==> src/rtl/sstv_line_sequencer.sv <==
// sstv_line_sequencer: qualifies the 1200 Hz line-sync tone, skips the porch, then times
// pixel windows and samples the colour at each window centre.
//   clk, reset_n          clock, asynchronous active-low reset
//   enable                0 forces IDLE and clears line_y
//   freq [11:0], color    demodulated tone (Hz) and its decoded 2-bit colour
//   pixel_valid/color/x   one-clk pixel strobe with colour and x index
//   line_y                line index within frame
//   line_done, frame_done end-of-line / end-of-frame pulses
//   sync_err              sync tone held too long (stuck carrier)
//   busy                  high whenever not IDLE
module sstv_line_sequencer #(
    parameter int SYNC_FREQ_LO    = 1100,
    parameter int SYNC_FREQ_HI    = 1300,
    parameter int SYNC_MIN_CYCLES = 4000,
    parameter int SYNC_MAX_CYCLES = 12000,
    parameter int PORCH_CYCLES    = 1000,
    parameter int PIXEL_CYCLES    = 457,
    parameter int PIXELS_PER_LINE = 160,
    parameter int LINES_PER_FRAME = 120
) (
    input  logic        clk,
    input  logic        reset_n,
    input  logic        enable,
    input  logic [11:0] freq,
    input  logic [1:0]  color,
    output logic        pixel_valid,
    output logic [1:0]  pixel_color,
    output logic [7:0]  pixel_x,
    output logic [7:0]  line_y,
    output logic        line_done,
    output logic        frame_done,
    output logic        sync_err,
    output logic        busy
);
    typedef enum logic [1:0] {IDLE, SYNC, PORCH, PIXELS} state_t;
    localparam logic [11:0] F_LO       = 12'(SYNC_FREQ_LO);
    localparam logic [11:0] F_HI       = 12'(SYNC_FREQ_HI);
    localparam logic [15:0] S_MIN      = 16'(SYNC_MIN_CYCLES);
    localparam logic [15:0] S_MAX_PRE  = 16'(SYNC_MAX_CYCLES - 1);
    localparam logic [15:0] PORCH_LAST = 16'(PORCH_CYCLES - 1);
    localparam logic [15:0] MID_PRE    = 16'(PIXEL_CYCLES / 2 - 1);
    localparam logic [15:0] PIX_LAST   = 16'(PIXEL_CYCLES - 1);
    localparam logic [7:0]  X_LAST     = 8'(PIXELS_PER_LINE - 1);
    localparam logic [7:0]  Y_LAST     = 8'(LINES_PER_FRAME - 1);
    state_t      state_q, state_d;
    logic [15:0] cnt_q, cnt_d;
    logic [7:0]  x_q, x_d, y_q, y_d;
    logic [1:0]  col_q, col_d;
    logic        valid_q, valid_d, ldone_q, ldone_d, fdone_q, fdone_d, serr_q, serr_d;
    logic        lock_q, lock_d;
    logic        in_sync;
    assign in_sync = (freq >= F_LO) && (freq <= F_HI);
    // The strobe is registered on the edge where cnt becomes the window centre, so it
    // sits mid-window and line_done (window end) never coincides with it.
    // After a stuck-carrier abort, lock_q keeps IDLE from re-arming until the tone drops.
    always_comb begin
        state_d = state_q;
        cnt_d   = cnt_q;
        x_d     = x_q;
        y_d     = y_q;
        col_d   = col_q;
        valid_d = 1'b0;
        ldone_d = 1'b0;
        fdone_d = 1'b0;
        serr_d  = 1'b0;
        lock_d  = lock_q & in_sync;
        if (!enable) begin
            state_d = IDLE;
            cnt_d   = '0;
            y_d     = '0;
        end else begin
            case (state_q)
                IDLE: if (in_sync && !lock_q) begin
                    state_d = SYNC;
                    cnt_d   = 16'd1;
                end
                SYNC: if (in_sync) begin
                    cnt_d = cnt_q + 16'd1;
                    if (cnt_q == S_MAX_PRE) begin
                        state_d = IDLE;
                        cnt_d   = '0;
                        serr_d  = 1'b1;
                        lock_d  = 1'b1;
                    end
                end else begin
                    state_d = (cnt_q >= S_MIN) ? PORCH : IDLE;
                    cnt_d   = '0;
                end
                PORCH: if (cnt_q == PORCH_LAST) begin
                    state_d = PIXELS;
                    cnt_d   = '0;
                    x_d     = '0;
                end else begin
                    cnt_d = cnt_q + 16'd1;
                end
                default: begin
                    cnt_d = cnt_q + 16'd1;
                    if (cnt_q == MID_PRE) begin
                        valid_d = 1'b1;
                        col_d   = color;
                    end
                    if (cnt_q == PIX_LAST) begin
                        cnt_d = '0;
                        if (x_q < X_LAST) begin
                            x_d = x_q + 8'd1;
                        end else begin
                            state_d = IDLE;
                            ldone_d = 1'b1;
                            fdone_d = (y_q == Y_LAST);
                            y_d     = (y_q == Y_LAST) ? 8'd0 : y_q + 8'd1;
                        end
                    end
                end
            endcase
        end
    end
    always_ff @(posedge clk or negedge reset_n) begin
        if (!reset_n) begin
            state_q <= IDLE;
            cnt_q   <= '0;
            x_q     <= '0;
            y_q     <= '0;
            col_q   <= '0;
            valid_q <= 1'b0;
            ldone_q <= 1'b0;
            fdone_q <= 1'b0;
            serr_q  <= 1'b0;
            lock_q  <= 1'b0;
        end else begin
            state_q <= state_d;
            cnt_q   <= cnt_d;
            x_q     <= x_d;
            y_q     <= y_d;
            col_q   <= col_d;
            valid_q <= valid_d;
            ldone_q <= ldone_d;
            fdone_q <= fdone_d;
            serr_q  <= serr_d;
            lock_q  <= lock_d;
        end
    end
    assign pixel_valid = valid_q;
    assign pixel_color = col_q;
    assign pixel_x     = x_q;
    assign line_y      = y_q;
    assign line_done   = ldone_q;
    assign frame_done  = fdone_q;
    assign sync_err    = serr_q;
    assign busy        = (state_q != IDLE);
endmodule

==> config.mk <==
export PLATFORM = sky130hd
export DESIGN_NAME = sstv_line_sequencer
export DESIGN_NICKNAME = d
export VERILOG_FILES = /design/src/rtl/sstv_line_sequencer.sv
export SDC_FILE = /design/constraint.sdc
export NUM_CORES = 1
export LEC_CHECK = 0
export BUFFER_PORTS_ARGS = -buffer_cell sky130_fd_sc_hd__buf_2
export CAP_MARGIN = 20
export CORE_ASPECT_RATIO = 0.9
export CORE_MARGIN = 3
export CORE_UTILIZATION = 55
export CTS_BUF_LIST = sky130_fd_sc_hd__clkbuf_2 sky130_fd_sc_hd__clkbuf_4 sky130_fd_sc_hd__clkbuf_8
export DETAILED_ROUTE_END_ITERATION = 7
export GPL_ROUTABILITY_DRIVEN = 0
export PLACE_DENSITY = 0.78
export SYNTH_ARGS = -nofsm -noshare
export SYNTH_HDL_FRONTEND = slang
export SYNTH_SLANG_ARGS = --single-unit
==> constraint.sdc <==
create_clock -name clk -period 5.3 [get_ports clk]
set_input_delay 0.53 -clock clk [delete_from_list [all_inputs] [get_ports clk]]
set_output_delay 0.53 -clock clk [all_outputs]
set_load 0.01 [all_outputs]
* Word-level counts from Yosys, hierarchy flattened
Index checks and enable logic that the tools add are counted.
Word-level totals: flip-flop bits (word level) 41, bits in latches 0, RAM bits 0, memory bits (read-only) 0, bits of input ports 17, output and inout port bits 23, logic and storage cells 93, memories 0
Cells by class: add/sub/neg operators 3, $mul 0, divide/modulo/power cells 0, $lt $le $gt $ge 4, equal/unequal tests 16, shift operators 0, mux-type cells 44, bitwise gates (word level) 3, reduce and logical (&&, ||, !) cells 13
Operators by type and width (number):
- two-way mux 16 bit | 6
- two-way mux 8 bit | 8
- one-hot mux 16 bit (3 select lines) | 1
- two-way mux 1 bit | 19
- adder 16 x 1 -> 16 bit (second input constant) | 1
- adder 8 x 1 -> 8 bit (second input constant) | 2
- equality test 16 x 10 -> 1 bit (second input constant) | 1
- equality test 16 x 14 -> 1 bit (second input constant) | 1
- equality test 16 x 8 -> 1 bit (second input constant) | 1
- equality test 16 x 9 -> 1 bit (second input constant) | 1
- greater-or-equal comparator 16 x 12 -> 1 bit (second input constant) | 1
- two-way mux 2 bit | 8
- one-hot mux 8 bit (2 select lines) | 1
- greater-or-equal comparator 12 x 11 -> 1 bit (second input constant) | 1
- less-or-equal comparator 12 x 11 -> 1 bit (second input constant) | 1
- AND reduction 5 bit | 2
- equality test 8 x 7 -> 1 bit (second input constant) | 1
- < comparator 8 bit (second input constant) | 1
- inequality test 2 bit (second input constant) | 3
- inequality test 3 bit (second input constant) | 2
- one-hot mux 2 bit (3 select lines) | 1
- AND reduction 3 bit | 2
- nonzero test 2 bit | 3
- inequality test 5 x 1 -> 1 bit (second input constant) | 1
- 12 further kinds | 14

* Logic depth before layout (Yosys ltp)
depth in word-level cells 7, mapped depth 9, mapped depth without buffers 8

* Least setup slack after synthesis
OpenSTA, ideal clock, no wires.
kind flip-flop to flip-flop, start register cnt_q[0], end register cnt_q[14], library setup time 0.124 ns, data arrival time 2.602 ns, data required time 5.176 ns, slack 2.575 ns, stages on the path, launching flop included 9, path buffers 1, period minus slack after synthesis 2.725 ns, cells stage by stage dfrtp_1 -> ha_1 -> or4b_1 -> or4_1 -> and2_1 -> a21boi_2 -> nor3_1 -> clkbuf_1 -> a211o_1
On the way: word-level cells in the longest chain between the ends 5, elaborated cells on any way between the ends 10, classes of those cells add/sub: 1; eq/ne: 3; mux: 6
Ends and longest elaborated chain:
- from (decl) | line 46 | logic [15:0] cnt_q, cnt_d;
- from (signal assigned) | line 131 | cnt_q <= cnt_d;
- adder 16 x 1 -> 16 bit / equality test 16 x 14 -> 1 bit (equally long branches)
- two-way mux 16 bit | line 79 | if (cnt_q == S_MAX_PRE) begin
- two-way mux 16 bit | line 77 | SYNC: if (in_sync) begin
- one-hot mux 16 bit (3 select lines) (*) | line 72 | case (state_q)
- two-way mux 16 bit (*) | line 67 | if (!enable) begin
Every way passes the cells marked *; elsewhere a longest branch is shown, timed or not. A chain may end at the register's enable or synchronous reset.

* Final worst setup path
start register cnt_q[0], end register cnt_q[8]
Same word-level chain as after synthesis.

==> results.sh <==
export IMPL_setup_viol_count_final=0
export IMPL_synth_simple_area_share=0.2764
export IMPL_cts_buffers=5
export IMPL_dp_hpwl_um=4275
export IMPL_fin_ws_ns=1.848
export IMPL_wl_per_cell_um=16.27
export IMPL_cts_setup_buffers=0
export IMPL_layout_commonest_cell="dfrtp_1"
export IMPL_synthCells=280
export IMPL_io_buffers=39
export IMPL_slew_headroom=0.3970
export IMPL_cp_max_fo=14
export IMPL_postCtsHoldBufs=0
export IMPL_crit_arrival_ns=3.64
export IMPL_synth_xor_area_share=0.02725
export IMPL_grt_setup_unrepaired="false"
export IMPL_cts_buffer_depth=2
export IMPL_synth_area_mm2=0.002571
export IMPL_design_area_mm2=0.002933
export IMPL_num_antenna_cells=0
export IMPL_drtIter0Drc=246
export IMPL_cts_tree="yes"
export IMPL_worstMarginPinSlew_ns=0.9046
export IMPL_routed_via_density=6.335
export IMPL_start_util=0.5988
export IMPL_crit_type="register to register"
export IMPL_async_flop_share=1.000
export IMPL_cp_start_kind="register"
export IMPL_hold_violations=0
export IMPL_first_pass_iters=4
export IMPL_fp_dieH_um=70.87
export IMPL_rows=22
export IMPL_placed_area_mm2=0.002800
export IMPL_p_per_area_mw_per_mm2=258.8
export IMPL_syn2layout_area_growth_pct=14.06
export IMPL_peakVddDrop_mv=0.2661
export IMPL_pin_count=40
export IMPL_synth_flop_cell="dfrtp_1"
export IMPL_wirelength_um=6166
export IMPL_ys_seq_elements=41
export IMPL_insertion_delay_ns=0.29
export IMPL_maxSlewViolCount=0
export IMPL_cp_end_kind="register"
export IMPL_synth_compound_area_frac=0.2175
export IMPL_drive_gt1_frac=0.2038
export IMPL_gr_total_overflow=0
export IMPL_max_freq_ghz=0.2897
export IMPL_finClkSkew_ns=0.003760
export IMPL_antenna_found_initial=0
export IMPL_most_common_layout_cells="41 x dfrtp_1, 39 x buf_2, 21 x nor2_1"
export IMPL_place_ws_ns=1.952
export IMPL_htreeDepth=2
export IMPL_die_area_mm2=0.005532
export IMPL_cts_resized=0
export IMPL_path_clk_slew_ns=0.08
export IMPL_synth_fa_ha_area_frac=0.03893
export IMPL_synth_edf_count=0
export IMPL_hp_class="input port to asynchronous set/reset pin"
export IMPL_tns_ns=0
export IMPL_coreArea_mm2=0.004294
export IMPL_die_w_um=78.07
export IMPL_cts_root_buf="clkbuf_8"
export IMPL_finalCritPeriodShare=0.6513
export IMPL_grt_max_degree=42
export IMPL_grt_pass1_wl_um=10520
export IMPL_drc=0
export IMPL_synth_area_mux_share=0.008759
export IMPL_whs_ns=0.3603
export IMPL_yosysWarningCount=0
export IMPL_num_vias=2401
export IMPL_nets=343
export IMPL_clkSinkCount=41
export IMPL_synth_cell_types=57
export IMPL_syn_nets=305
export IMPL_grt_util_all_layers=0.2325
export IMPL_p_leak_nw=1.387
export IMPL_crit_required_ns=5.49
export IMPL_layout_min_cycle_time_ns=3.452
export IMPL_maxCapViolCount=0
export IMPL_ant_nets=0
export IMPL_fillers=349
export IMPL_seq_area_frac_synth=0.3990
export IMPL_synth_top_family_by_area="simple AND/OR/NAND/NOR gates"
export IMPL_grt_pass1_vias=2233
export IMPL_status="finished, final reports clean"
export IMPL_avgSynthCellArea_um2=9.183
[synthesized netlist by cell type, types with 2 or more instances]
master	count	area share
nand2b_1	4	0.0097
nand3b_1	3	0.0088
xor2_1	2	0.0068
nor4b_1	3	0.010
inv_1	11	0.016
a211oi_1	4	0.012
a211o_1	3	0.010
a31o_2	3	0.010
nand3_1	14	0.027
nor2b_1	6	0.015
o21ai_0	11	0.021
nand4b_1	2	0.0068
a22o_1	11	0.037
buf_2	2	0.0039
a21oi_1	4	0.0078
nor4_1	7	0.017
a21o_1	3	0.0088
and3_1	11	0.027
o31ai_1	13	0.038
or4_1	5	0.015
clkbuf_1	7	0.010
nand4_1	2	0.0049
dfrtp_1	41	0.40
o31a_1	2	0.0068
a31oi_1	3	0.0073
and3_2	2	0.0058
o21bai_1	2	0.0058
o32ai_1	2	0.0068
ha_1	8	0.039
nor2_1	21	0.031
nand2_1	17	0.025
or3_1	3	0.0073
o41ai_1	2	0.0068
nor3_1	14	0.027
or2_2	4	0.0097
xnor2_1	6	0.020
mux2_2	2	0.0088
[final cells by class]
type                       instances  area (um^2)  share of cell area
clock inverter                     2        37.54             0.01280
multi-input combinational        218         1463              0.4987
clock buffer                       6        82.58             0.02816
timing repair buffer              41        207.7             0.07082
sequential                        41         1026              0.3498
inverter                          11        41.29             0.01408
tap                               60        75.07             0.02560
[per-stage QoR]
| step | total power, mW | cells | util |
|---|---|---|---|
| 2_1_floorplan | 0.4427 | 280 | - |
| 3_3_place_gp | 0.4875 | 369 | 0.6521 |
| 3_5_place_dp | 0.4900 | 369 | 0.6521 |
| 4_1_cts | 0.7553 | 377 | 0.6801 |
| 5_1_grt | 0.7940 | 379 | 0.6830 |
| 6_report | 0.7591 | 379 | 0.6830 |
[layer usage]
layer,global-route usage,part of all wire,vias to the layer above
met4,0.06019,0.015,0
met5,0,0,-
met2,0.3508,0.44,114
li1,-,-,1140
met3,0.05216,0.079,12
met1,0.3396,0.47,1135
[sequential cells by signal, summed over array words and instances, names as in the netlist]
name         cells
cnt_q           16
line_y           8
pixel_x          8
pixel_color      2
state_q          2
frame_done       1
line_done        1
lock_q           1
pixel_valid      1
sync_err         1
[final timing paths]
path / start / end / slack [ns] / cells after the start
min: reset_n / cnt_q[10] / 0.36 / 1
min reg2reg: pixel_color[0] / pixel_color[0] / 0.51 / 1
max: cnt_q[0] / cnt_q[8] / 1.85 / 8
max reg2reg: cnt_q[0] / cnt_q[8] / 1.85 / 8
max in group asynchronous: reset_n / cnt_q[0] / 4.37 / 1
min in group clk: color[0] / pixel_color[0] / 0.47 / 2
[cell families (layout without fill, tap and decap cells)]
kind of cell | Yosys count | count (layout)
adder cells (fa/ha/maj) | 8 | 8
multiplexers | 2 | 2
AO/OA/AOI/OAI | 74 | 74
buffers and inverters | 21 | 60
XOR/XNOR | 8 | 8
flip-flops | 41 | 41
AND/OR/NAND/NOR | 126 | 126
[critical path, cell delays in order, from the launching register on]
cell and delay, ns:
dfrtp_1 0.46, ha_1 0.25, or4b_1 0.55, or4_1 0.60, and2_1 0.23, a21boi_2 0.53, nor3_1 0.24, clkbuf_2 0.23
a32o_1 0.26
[power breakdown]
| part | total, mW | internal (mW) | switching (mW) |
|---|---|---|---|
| Clock | 0.266 | 0.153 | 0.113 |
| Combinational | 0.161 | 0.0584 | 0.102 |
| Sequential | 0.332 | 0.320 | 0.0118 |
| Total | 0.759 | 0.532 | 0.227 |
Note: power is estimated with default switching activity, not from simulation.
